==> src/rtl/irrigation_pkg.sv <==
// Shared types and condition codes for the irrigation scheduler.
// The condition code is decoded from the controller state and the latched valve selection.
package irrigation_pkg;

    typedef enum logic [2:0] {
        ST_IDLE,
        ST_OPEN,
        ST_RUN,
        ST_COOLDOWN,
        ST_FAULT
    } state_e;

    localparam logic [1:0] COND_IDLE      = 2'b00;
    localparam logic [1:0] COND_SPRINKLER = 2'b01;
    localparam logic [1:0] COND_DRIP      = 2'b10;
    localparam logic [1:0] COND_FAULT     = 2'b11;

    // sel: 1 = drip, 0 = sprinkler
    function automatic logic [1:0] cond_for(input state_e st, input logic sel);
        logic [1:0] cond;
        cond = COND_IDLE;
        if (st == ST_FAULT)
            cond = COND_FAULT;
        else if (st == ST_OPEN || st == ST_RUN)
            cond = sel ? COND_DRIP : COND_SPRINKLER;
        return cond;
    endfunction

endpackage

==> src/rtl/irrigation_scheduler_if.sv <==
// Sensor inputs and valve/status outputs of the irrigation scheduler.
// The controller side uses the slave modport; the environment drives through master.
interface irrigation_scheduler_if;

    logic       soil_dry_i;
    logic       temp_high_i;
    logic       tank_empty_i;
    logic       fault_clr_i;
    logic       sprinkler_en_o;
    logic       drip_en_o;
    logic       irrigation_status_o;
    logic [1:0] cond_o;
    logic       timeout_o;

    modport master (
        output soil_dry_i, temp_high_i, tank_empty_i, fault_clr_i,
        input  sprinkler_en_o, drip_en_o, irrigation_status_o, cond_o, timeout_o
    );

    modport slave (
        input  soil_dry_i, temp_high_i, tank_empty_i, fault_clr_i,
        output sprinkler_en_o, drip_en_o, irrigation_status_o, cond_o, timeout_o
    );

endinterface

==> src/rtl/irrigation_scheduler_cycle_timer.sv <==
// 16-bit down-counter timing every state duration; reloaded on each state entry.
// o_done flags the last cycle of a loaded interval (count == 1); a zero load stays idle.
module cycle_timer (
    input  logic        clk_i,
    input  logic        rst_n_i,
    input  logic        i_load,
    input  logic [15:0] i_load_val,
    output logic        o_done
);

    logic [15:0] r_count;

    always_ff @(posedge clk_i) begin
        if (!rst_n_i)
            r_count <= '0;
        else if (i_load)
            r_count <= i_load_val;
        else if (r_count != 16'd0)
            r_count <= r_count - 16'd1;  // saturates at zero, never wraps
    end

    assign o_done = (r_count == 16'd1);

endmodule

==> src/rtl/irrigation_scheduler.sv <==
// Irrigation controller: IDLE -> OPEN (valve settle) -> RUN -> COOLDOWN, with a FAULT
// trap on an empty tank. All outputs are registered from the next state and selection.
module irrigation_scheduler
    import irrigation_pkg::*;
#(
    parameter int unsigned VALVE_DELAY_CYC = 4,
    parameter int unsigned MAX_RUN_CYC     = 1000,
    parameter int unsigned COOLDOWN_CYC    = 50
) (
    input  logic                   clk_i,
    input  logic                   rst_n_i,
    irrigation_scheduler_if.slave  irr
);

    state_e      r_state;
    state_e      w_next_state;
    logic        r_sel;
    logic        w_sel_next;
    logic        w_timeout_set;
    logic        w_start;
    logic        w_load;
    logic [15:0] w_load_val;
    logic        w_timer_done;
    logic        w_valve_on;

    logic        r_sprinkler_en;
    logic        r_drip_en;
    logic        r_status;
    logic [1:0]  r_cond;
    logic        r_timeout;

    // NOTE: every always_comb output gets a default first so no path infers a latch.
    always_comb begin
        w_next_state  = r_state;
        w_sel_next    = r_sel;
        w_timeout_set = 1'b0;
        case (r_state)
            ST_IDLE: begin
                if (!irr.tank_empty_i && irr.soil_dry_i) begin
                    w_next_state = ST_OPEN;
                    w_sel_next   = irr.temp_high_i;
                end
            end
            ST_OPEN: begin
                if (irr.tank_empty_i)
                    w_next_state = ST_FAULT;
                else if (w_timer_done)
                    w_next_state = ST_RUN;
            end
            ST_RUN: begin
                if (irr.tank_empty_i)
                    w_next_state = ST_FAULT;
                else if (!irr.soil_dry_i)
                    w_next_state = ST_COOLDOWN;
                else if (w_timer_done) begin
                    w_next_state  = ST_COOLDOWN;
                    w_timeout_set = 1'b1;
                end
            end
            ST_COOLDOWN: begin
                if (w_timer_done)
                    w_next_state = ST_IDLE;
            end
            ST_FAULT: begin
                if (irr.fault_clr_i && !irr.tank_empty_i)
                    w_next_state = ST_COOLDOWN;
            end
            default: w_next_state = ST_IDLE;
        endcase
    end

    always_comb begin
        w_load_val = '0;
        case (w_next_state)
            ST_OPEN:     w_load_val = 16'(VALVE_DELAY_CYC);
            ST_RUN:      w_load_val = 16'(MAX_RUN_CYC);
            ST_COOLDOWN: w_load_val = 16'(COOLDOWN_CYC);
            default:     w_load_val = '0;
        endcase
    end

    assign w_load     = (w_next_state != r_state);
    assign w_start    = (r_state == ST_IDLE) && (w_next_state == ST_OPEN);
    assign w_valve_on = (w_next_state == ST_OPEN) || (w_next_state == ST_RUN);

    cycle_timer u_timer (
        .clk_i      (clk_i),
        .rst_n_i    (rst_n_i),
        .i_load     (w_load),
        .i_load_val (w_load_val),
        .o_done     (w_timer_done)
    );

    // NOTE: outputs decode the next state so they change on the same edge as r_state.
    always_ff @(posedge clk_i) begin
        if (!rst_n_i) begin
            r_state        <= ST_IDLE;
            r_sel          <= 1'b0;
            r_sprinkler_en <= 1'b0;
            r_drip_en      <= 1'b0;
            r_status       <= 1'b0;
            r_cond         <= COND_IDLE;
            r_timeout      <= 1'b0;
        end else begin
            r_state        <= w_next_state;
            r_sel          <= w_sel_next;
            r_sprinkler_en <= w_valve_on && !w_sel_next;
            r_drip_en      <= w_valve_on && w_sel_next;
            r_status       <= (w_next_state == ST_RUN);
            r_cond         <= cond_for(w_next_state, w_sel_next);
            if (w_timeout_set)
                r_timeout <= 1'b1;
            else if (w_start)
                r_timeout <= 1'b0;
        end
    end

    assign irr.sprinkler_en_o      = r_sprinkler_en;
    assign irr.drip_en_o           = r_drip_en;
    assign irr.irrigation_status_o = r_status;
    assign irr.cond_o              = r_cond;
    assign irr.timeout_o           = r_timeout;

endmodule

==> src/flat_wrapper.sv <==
// flat-port wrapper written by rule: the top's interface ports become plain ports
module irrigation_scheduler_flat import irrigation_pkg::*;
#(
    parameter int unsigned VALVE_DELAY_CYC = 4,
    parameter int unsigned MAX_RUN_CYC     = 1000,
    parameter int unsigned COOLDOWN_CYC    = 50
)
  (clk_i, rst_n_i, irr_soil_dry_i, irr_temp_high_i, irr_tank_empty_i, irr_fault_clr_i, irr_sprinkler_en_o, irr_drip_en_o, irr_irrigation_status_o, irr_cond_o, irr_timeout_o);
  irrigation_scheduler_if irr_i ();
  input  logic clk_i;
  input  logic rst_n_i;
  input wire logic [$bits(irr_i.soil_dry_i)-1:0] irr_soil_dry_i;
  input wire logic [$bits(irr_i.temp_high_i)-1:0] irr_temp_high_i;
  input wire logic [$bits(irr_i.tank_empty_i)-1:0] irr_tank_empty_i;
  input wire logic [$bits(irr_i.fault_clr_i)-1:0] irr_fault_clr_i;
  output wire logic [$bits(irr_i.sprinkler_en_o)-1:0] irr_sprinkler_en_o;
  output wire logic [$bits(irr_i.drip_en_o)-1:0] irr_drip_en_o;
  output wire logic [$bits(irr_i.irrigation_status_o)-1:0] irr_irrigation_status_o;
  output wire logic [$bits(irr_i.cond_o)-1:0] irr_cond_o;
  output wire logic [$bits(irr_i.timeout_o)-1:0] irr_timeout_o;
  assign irr_i.soil_dry_i = irr_soil_dry_i;
  assign irr_i.temp_high_i = irr_temp_high_i;
  assign irr_i.tank_empty_i = irr_tank_empty_i;
  assign irr_i.fault_clr_i = irr_fault_clr_i;
  assign irr_sprinkler_en_o = irr_i.sprinkler_en_o;
  assign irr_drip_en_o = irr_i.drip_en_o;
  assign irr_irrigation_status_o = irr_i.irrigation_status_o;
  assign irr_cond_o = irr_i.cond_o;
  assign irr_timeout_o = irr_i.timeout_o;
  irrigation_scheduler #(.VALVE_DELAY_CYC(VALVE_DELAY_CYC), .MAX_RUN_CYC(MAX_RUN_CYC), .COOLDOWN_CYC(COOLDOWN_CYC)) u_core (.clk_i(clk_i), .rst_n_i(rst_n_i), .irr(irr_i));
endmodule
==> config.mk <==
export PLATFORM = sky130hd
export DESIGN_NAME = irrigation_scheduler_flat
export DESIGN_NICKNAME = d
export VERILOG_FILES = /design/src/rtl/irrigation_pkg.sv /design/src/rtl/irrigation_scheduler_if.sv /design/src/rtl/irrigation_scheduler_cycle_timer.sv /design/src/rtl/irrigation_scheduler.sv /design/src/flat_wrapper.sv
export SDC_FILE = /design/constraint.sdc
export NUM_CORES = 1
export LEC_CHECK = 0
export ABC_CLOCK_PERIOD_IN_PS = 2710
export BUFFER_PORTS_ARGS = -buffer_cell sky130_fd_sc_hd__buf_2
export CORE_UTILIZATION = 45
export CTS_BUF_LIST = sky130_fd_sc_hd__clkbuf_4 sky130_fd_sc_hd__clkbuf_8
export DETAILED_ROUTE_END_ITERATION = 8
export PLACE_DENSITY_LB_ADDON = 0.08
export SYNTH_ARGS = -nofsm -noshare
export SYNTH_HDL_FRONTEND = slang
export SYNTH_SLANG_ARGS = --single-unit
export TNS_END_PERCENT = 10
==> constraint.sdc <==
create_clock -name clk_i -period 2.71 [get_ports clk_i]
set_input_delay 0.1355 -clock clk_i [delete_from_list [all_inputs] [get_ports clk_i]]
set_output_delay 0.1355 -clock clk_i [all_outputs]
set_load 0.05 [all_outputs]
# Word-level counts from Yosys, hierarchy flattened
# Cells that the tools add are included.
[classes] n_reduce_logical=12 muxes=23 n_addsub=1 n_eq_ne=10
[ops] cell="two-way mux 16 bit" n=2
[ops] cell="case mux 10 bit (3 select lines)" n=1
[ops] cell="two-way mux 3 bit" n=8
[ops] cell="== test 16 x 1 -> 1 bit (second input constant)" n=1
[ops] cell="nonzero test 16 bit" n=1
[ops] cell="subtractor 16 x 1 -> 16 bit (second input constant)" n=1
[ops] cell="case mux 3 bit (5 select lines)" n=1
[ops] cell="== test 3 x 2 -> 1 bit (second input constant)" n=4
[ops] cell="two-way mux 1 bit" n=8
[ops] cell="== test 3 x 1 -> 1 bit (second input constant)" n=2
[ops] cell="== test 3 bit (second input constant)" n=2
[ops] cell="two-way mux 2 bit" n=3
[ops] cell="logical AND 1 bit" n=5
[ops] cell="nonzero test 2 bit" n=2
[ops] cell="zero test 3 bit" n=1
[ops] cell="inequality test 3 bit" n=1
[ops] cell="zero test 1 bit" n=2
[ops] cell="logical OR 1 bit" n=1
[totals] elab_cells=54 regBits=26 output_inout_bits=6 in_bits=6

# Logic depth before layout (Yosys ltp)
[logic_depth] ltp_word=9 depth_mapped=9 mapped_depth_nobuf=8

# Hierarchy
# Synthesis repeated with hierarchy kept, for this count alone.
[unflattened] hier_cells=178 area_unflattened_um2=1463.9
[by_module_without_submodules] module="cycle_timer" cells_each=115 area_per_inst_um2=918.4 instances=1 seq_area_each_um2=320.3
[by_module_without_submodules] module="irrigation_scheduler" cells_each=63 area_per_inst_um2=545.5 instances=1 seq_area_each_um2=200.2

# Least setup slack after synthesis
# No wires, ideal clock.
[synth_path] path_kind="register to register" start="reg u_core.u_timer.r_count[0]" end="reg u_core.r_cond[0] (netlist: u_core.irr.cond_o[0])" required_time_ns=2.588 stages_incl_launch_ff=9 synth_period_minus_slack_ns=1.736 n_path_buf=1 setup_ns=0.122 path_slack_ns=0.974 arrival_ns=1.614 path_cell_list="dfxtp_1 -> ha_1 -> nor4b_2 -> and4_1 -> buf_6 -> mux2i_1 -> nand2_2 -> xnor2_2 -> o21ai_1"
[synth_between] elab_chain_cells=9 elab_cells_between_ends=14 cone_classes="4 x eq/ne; 9 x mux; 1 x reduce/logical"
[synth_lines] element="start, declared" line_no="irrigation_scheduler_cycle_timer.sv:11" text="logic [15:0] r_count;"
[synth_lines] element="start signal, assigned" line_no="irrigation_scheduler_cycle_timer.sv:17" text="r_count <= i_load_val;"
[synth_lines] element="start signal, assigned" line_no="irrigation_scheduler_cycle_timer.sv:19" text="r_count <= r_count - 16'd1;"
[synth_lines] element="== test 16 x 1 -> 1 bit *" line_no="irrigation_scheduler_cycle_timer.sv:22" text="assign o_done = (r_count == 16'd1);"
[synth_lines] element="two-way mux 3 bit" line_no="irrigation_scheduler.sv:55" text="else if (w_timer_done) begin"
[synth_lines] element="two-way mux 3 bit" line_no="irrigation_scheduler.sv:53" text="else if (!irr.soil_dry_i)"
[synth_lines] element="two-way mux 3 bit" line_no="irrigation_scheduler.sv:51" text="if (irr.tank_empty_i)"
[synth_lines] element="case mux 3 bit (5 select lines) *" line_no="irrigation_scheduler.sv:37" text="case (r_state)"
[synth_lines] element="== test 3 x 1 -> 1 bit or == test 3 x 2 -> 1 bit (tied branches)" line_no="irrigation_pkg.sv:24" text="else if (st == ST_OPEN || st == ST_RUN)"
[synth_lines] element="logical OR 1 bit" line_no="irrigation_pkg.sv:24"
[synth_lines] element="two-way mux 2 bit" line_no="irrigation_pkg.sv:24"
[synth_lines] element="two-way mux 2 bit *" line_no="irrigation_pkg.sv:22" text="if (st == ST_FAULT)"
[synth_lines] element="end signal, assigned" line_no="irrigation_scheduler.sv:110" text="r_cond <= cond_for(w_next_state, w_sel_next);"
[synth_lines] element="end, declared" line_no="irrigation_scheduler.sv:29" text="logic [1:0] r_cond;"
# Mark *: on every way between the ends. The rest lies on a longest branch, timed or not.
# A chain may end at the register's enable or synchronous reset.

# Worst setup path in the final report
[layout_path] start="reg u_core.u_timer.r_count[1]" end="reg u_core.r_cond[0] (netlist: u_core.irr.cond_o[0])"
# Same word-level chain as after synthesis.

==> metrics.yaml <==
drc: 0
ctsRootBufferMaster: "clkbuf_4"
place_hpwl_um: 2000
route.vias.total: 1100
fillers: 306
setup_viol: 0
synth_seq_area_share_pct: 36.6
worst-path-max-fanout: 5
hold_viol: 0
dieWidth_um: 58.3
grt_overflow: 0
synth_top_area_share_pct: 36.6
finalSetupTns_ns: 0
fp.dieArea_um2: 3390
grt_pass1_wl_um: 4590
synthArstFlopShare_pct: 0
synthFlopType: "dfxtp_1"
ios: 12
yosys.cell_types.count: 47
grt_start_max_net_pins: 14
grtUsageTotal_pct: 17.7
arrival_ns: 2.22
synth-seq-cells: 26
place_area_um2: 1500
clock_path_buffers: 2
syn_nets: 172
final_cell_area_um2: 1520
cts_resized: 0
htree_num_levels: 1
syn_area_per_cell_um2: 8.74
path_class: "reg2reg"
clock-skew-final_ns: 0.00768
syn2layout_area_growth_pct: 6.68
hold_buffers: 0
dr.pass1.iters: 4
max_slew.worst_pin.slew_ns: 0.423
max_cap_viol_count: 0
finalCritPeriodShare_pct: 74.3
drtIter0Drc: 76
num_antenna_cells: 0
grt_pass1_vias: 995
synth_cells: 163
cts_tree: "yes"
cts_buffers: 3
holdWs_ns: 0.121
final_common_cell: "dfxtp_1"
gp_congestion: 0.802
path_clk_slew_ns: 0.13
p_total_mw: 1.88
synth_edf_count: 0
final_antenna_net_count: 0
rsz0062_at_grt: "no"
wl_per_cell_um: 12.3
drv_slew: 0
core-area_um2: 3030
relSlewSlack_pct: 71.7
p_per_area_nw_per_um2: 1240
viasPerCell: 5.14
peakVddDrop_mv: 0.641
cts_setup_buffers: 0
clock-sinks: 26
max_freq_mhz: 497
yosysTopAreaCell: "dfxtp_1"
rows: 20
syn-cell-area_um2: 1420
grt_antenna_before_repair: 0
final_cell_mix: "dfxtp_1, nor2_1, nand2_1"
route.final.wire_length_um: 2630
cp-end-kind: "register"
drive_above_1_share_pct: 15.9
yosysWarnings: 0
start_util_pct: 47.0
status: "finished, final reports clean"
place.port_buffers: 11
ys_top_cells_by_area: "dfxtp_1, xor2_1, nor2_1, nand2_1, o21ai_1"
final.min_clock_period_ns: 2.01
hp-class: "in2reg"
die_h_um: 58.3
start_kind: "register"
cp.required_ns: 2.92
final_nets: 181
leakage_nw: 0.659
clk-insertion-delay-late_ns: 0.31
==> cell families after synthesis <==
logic type               count (synthesis)  synth area share (%)
multiplexers                             3                  2.11
AO/OA/AOI/OAI                           22                  10.0
adder cells (fa/ha/maj)                  3                  2.64
buffers and inverters                   12                  3.95
XOR/XNOR                                17                  11.0
flip-flops                              26                  36.6
AND/OR/NAND/NOR                         80                  33.7
==> cell usage after synthesis, drive strengths merged, types with 2 or more instances <==
library cell / number
inv: 5
nor3: 8
buf: 4
ha: 3
and2: 5
nor4: 3
mux2i: 3
and2b: 2
nand2b: 3
xor2: 11
nor2b: 4
nor2: 17
and3: 2
a21boi: 3
o21ai: 11
xnor2: 6
clkbuf: 3
nand3: 11
nand2: 15
nand3b: 4
dfxtp: 26
==> flip-flops by register name (all words and copies together), names as in the netlist <==
register,cells
u_core.u_timer.r_count,16
u_core.r_state,3
u_core.irr.irrigation_status_o,1
u_core.irr.cond_o,2
u_core.irr.sprinkler_en_o,1
u_core.r_sel,1
u_core.irr.timeout_o,1
u_core.irr.drip_en_o,1
==> through the flow <==
stage | std cells | worst slack, ns | utilization [%]
3_5_place_dp | 211 | 0.758 | 49.4
5_1_grt | 214 | 0.491 | 50.2
3_3_place_gp | 211 | 0.849 | 49.4
6_report | 214 | 0.697 | 50.2
2_1_floorplan | 163 | 0.974 | -
4_1_cts | 214 | 0.716 | 50.2
==> where the power goes <==
group / total (mW) / switching (mW) / leakage (nW) / internal [mW]
logic: 1.05 / 0.569 / 0.433 / 0.486
clock network: 0.158 / 0.106 / 0.0138 / 0.0519
registers: 0.663 / 0.157 / 0.212 / 0.506
==> worst paths after layout <==
path | from | to | slack, ns | depth (start not counted)
setup / recovery | u_core.u_timer.r_count[1] | u_core.irr.cond_o[0] | 0.70 | 8
hold / removal | irr_temp_high_i | u_core.irr.sprinkler_en_o | 0.12 | 4
setup reg to reg | u_core.u_timer.r_count[1] | u_core.irr.cond_o[0] | 0.70 | 8
hold reg to reg | u_core.irr.timeout_o | u_core.irr.timeout_o | 0.52 | 1
==> metal layers <==
metal	vias to the layer above	GRT usage, %	part of all wire, %
met5	-	0	0
met4	0	6.46	0.95
met3	2	2.68	2.8
met2	15	24.3	41
met1	509	27.5	55
li1	574	-	-
==> layout make-up <==
cell class / instances / area (um2) / area share, %
clock buffer: 3 / 22.5 / 1.48
inverter: 5 / 18.8 / 1.24
multi-input combinational: 125 / 847 / 55.8
sequential: 26 / 520 / 34.3
tap: 44 / 55.1 / 3.62
timing repair buffer: 11 / 55.1 / 3.62
==> critical path, cell delays in order, from the launching register on <==
cell and delay (ns):
dfxtp_1 0.36, inv_1 0.10, ha_1 0.15, nor4b_2 0.24, and4_1 0.35, mux2i_1 0.29, nand2_2 0.11, xnor2_2 0.22
o21ai_1 0.10
Power figures use the tool's default switching activity.
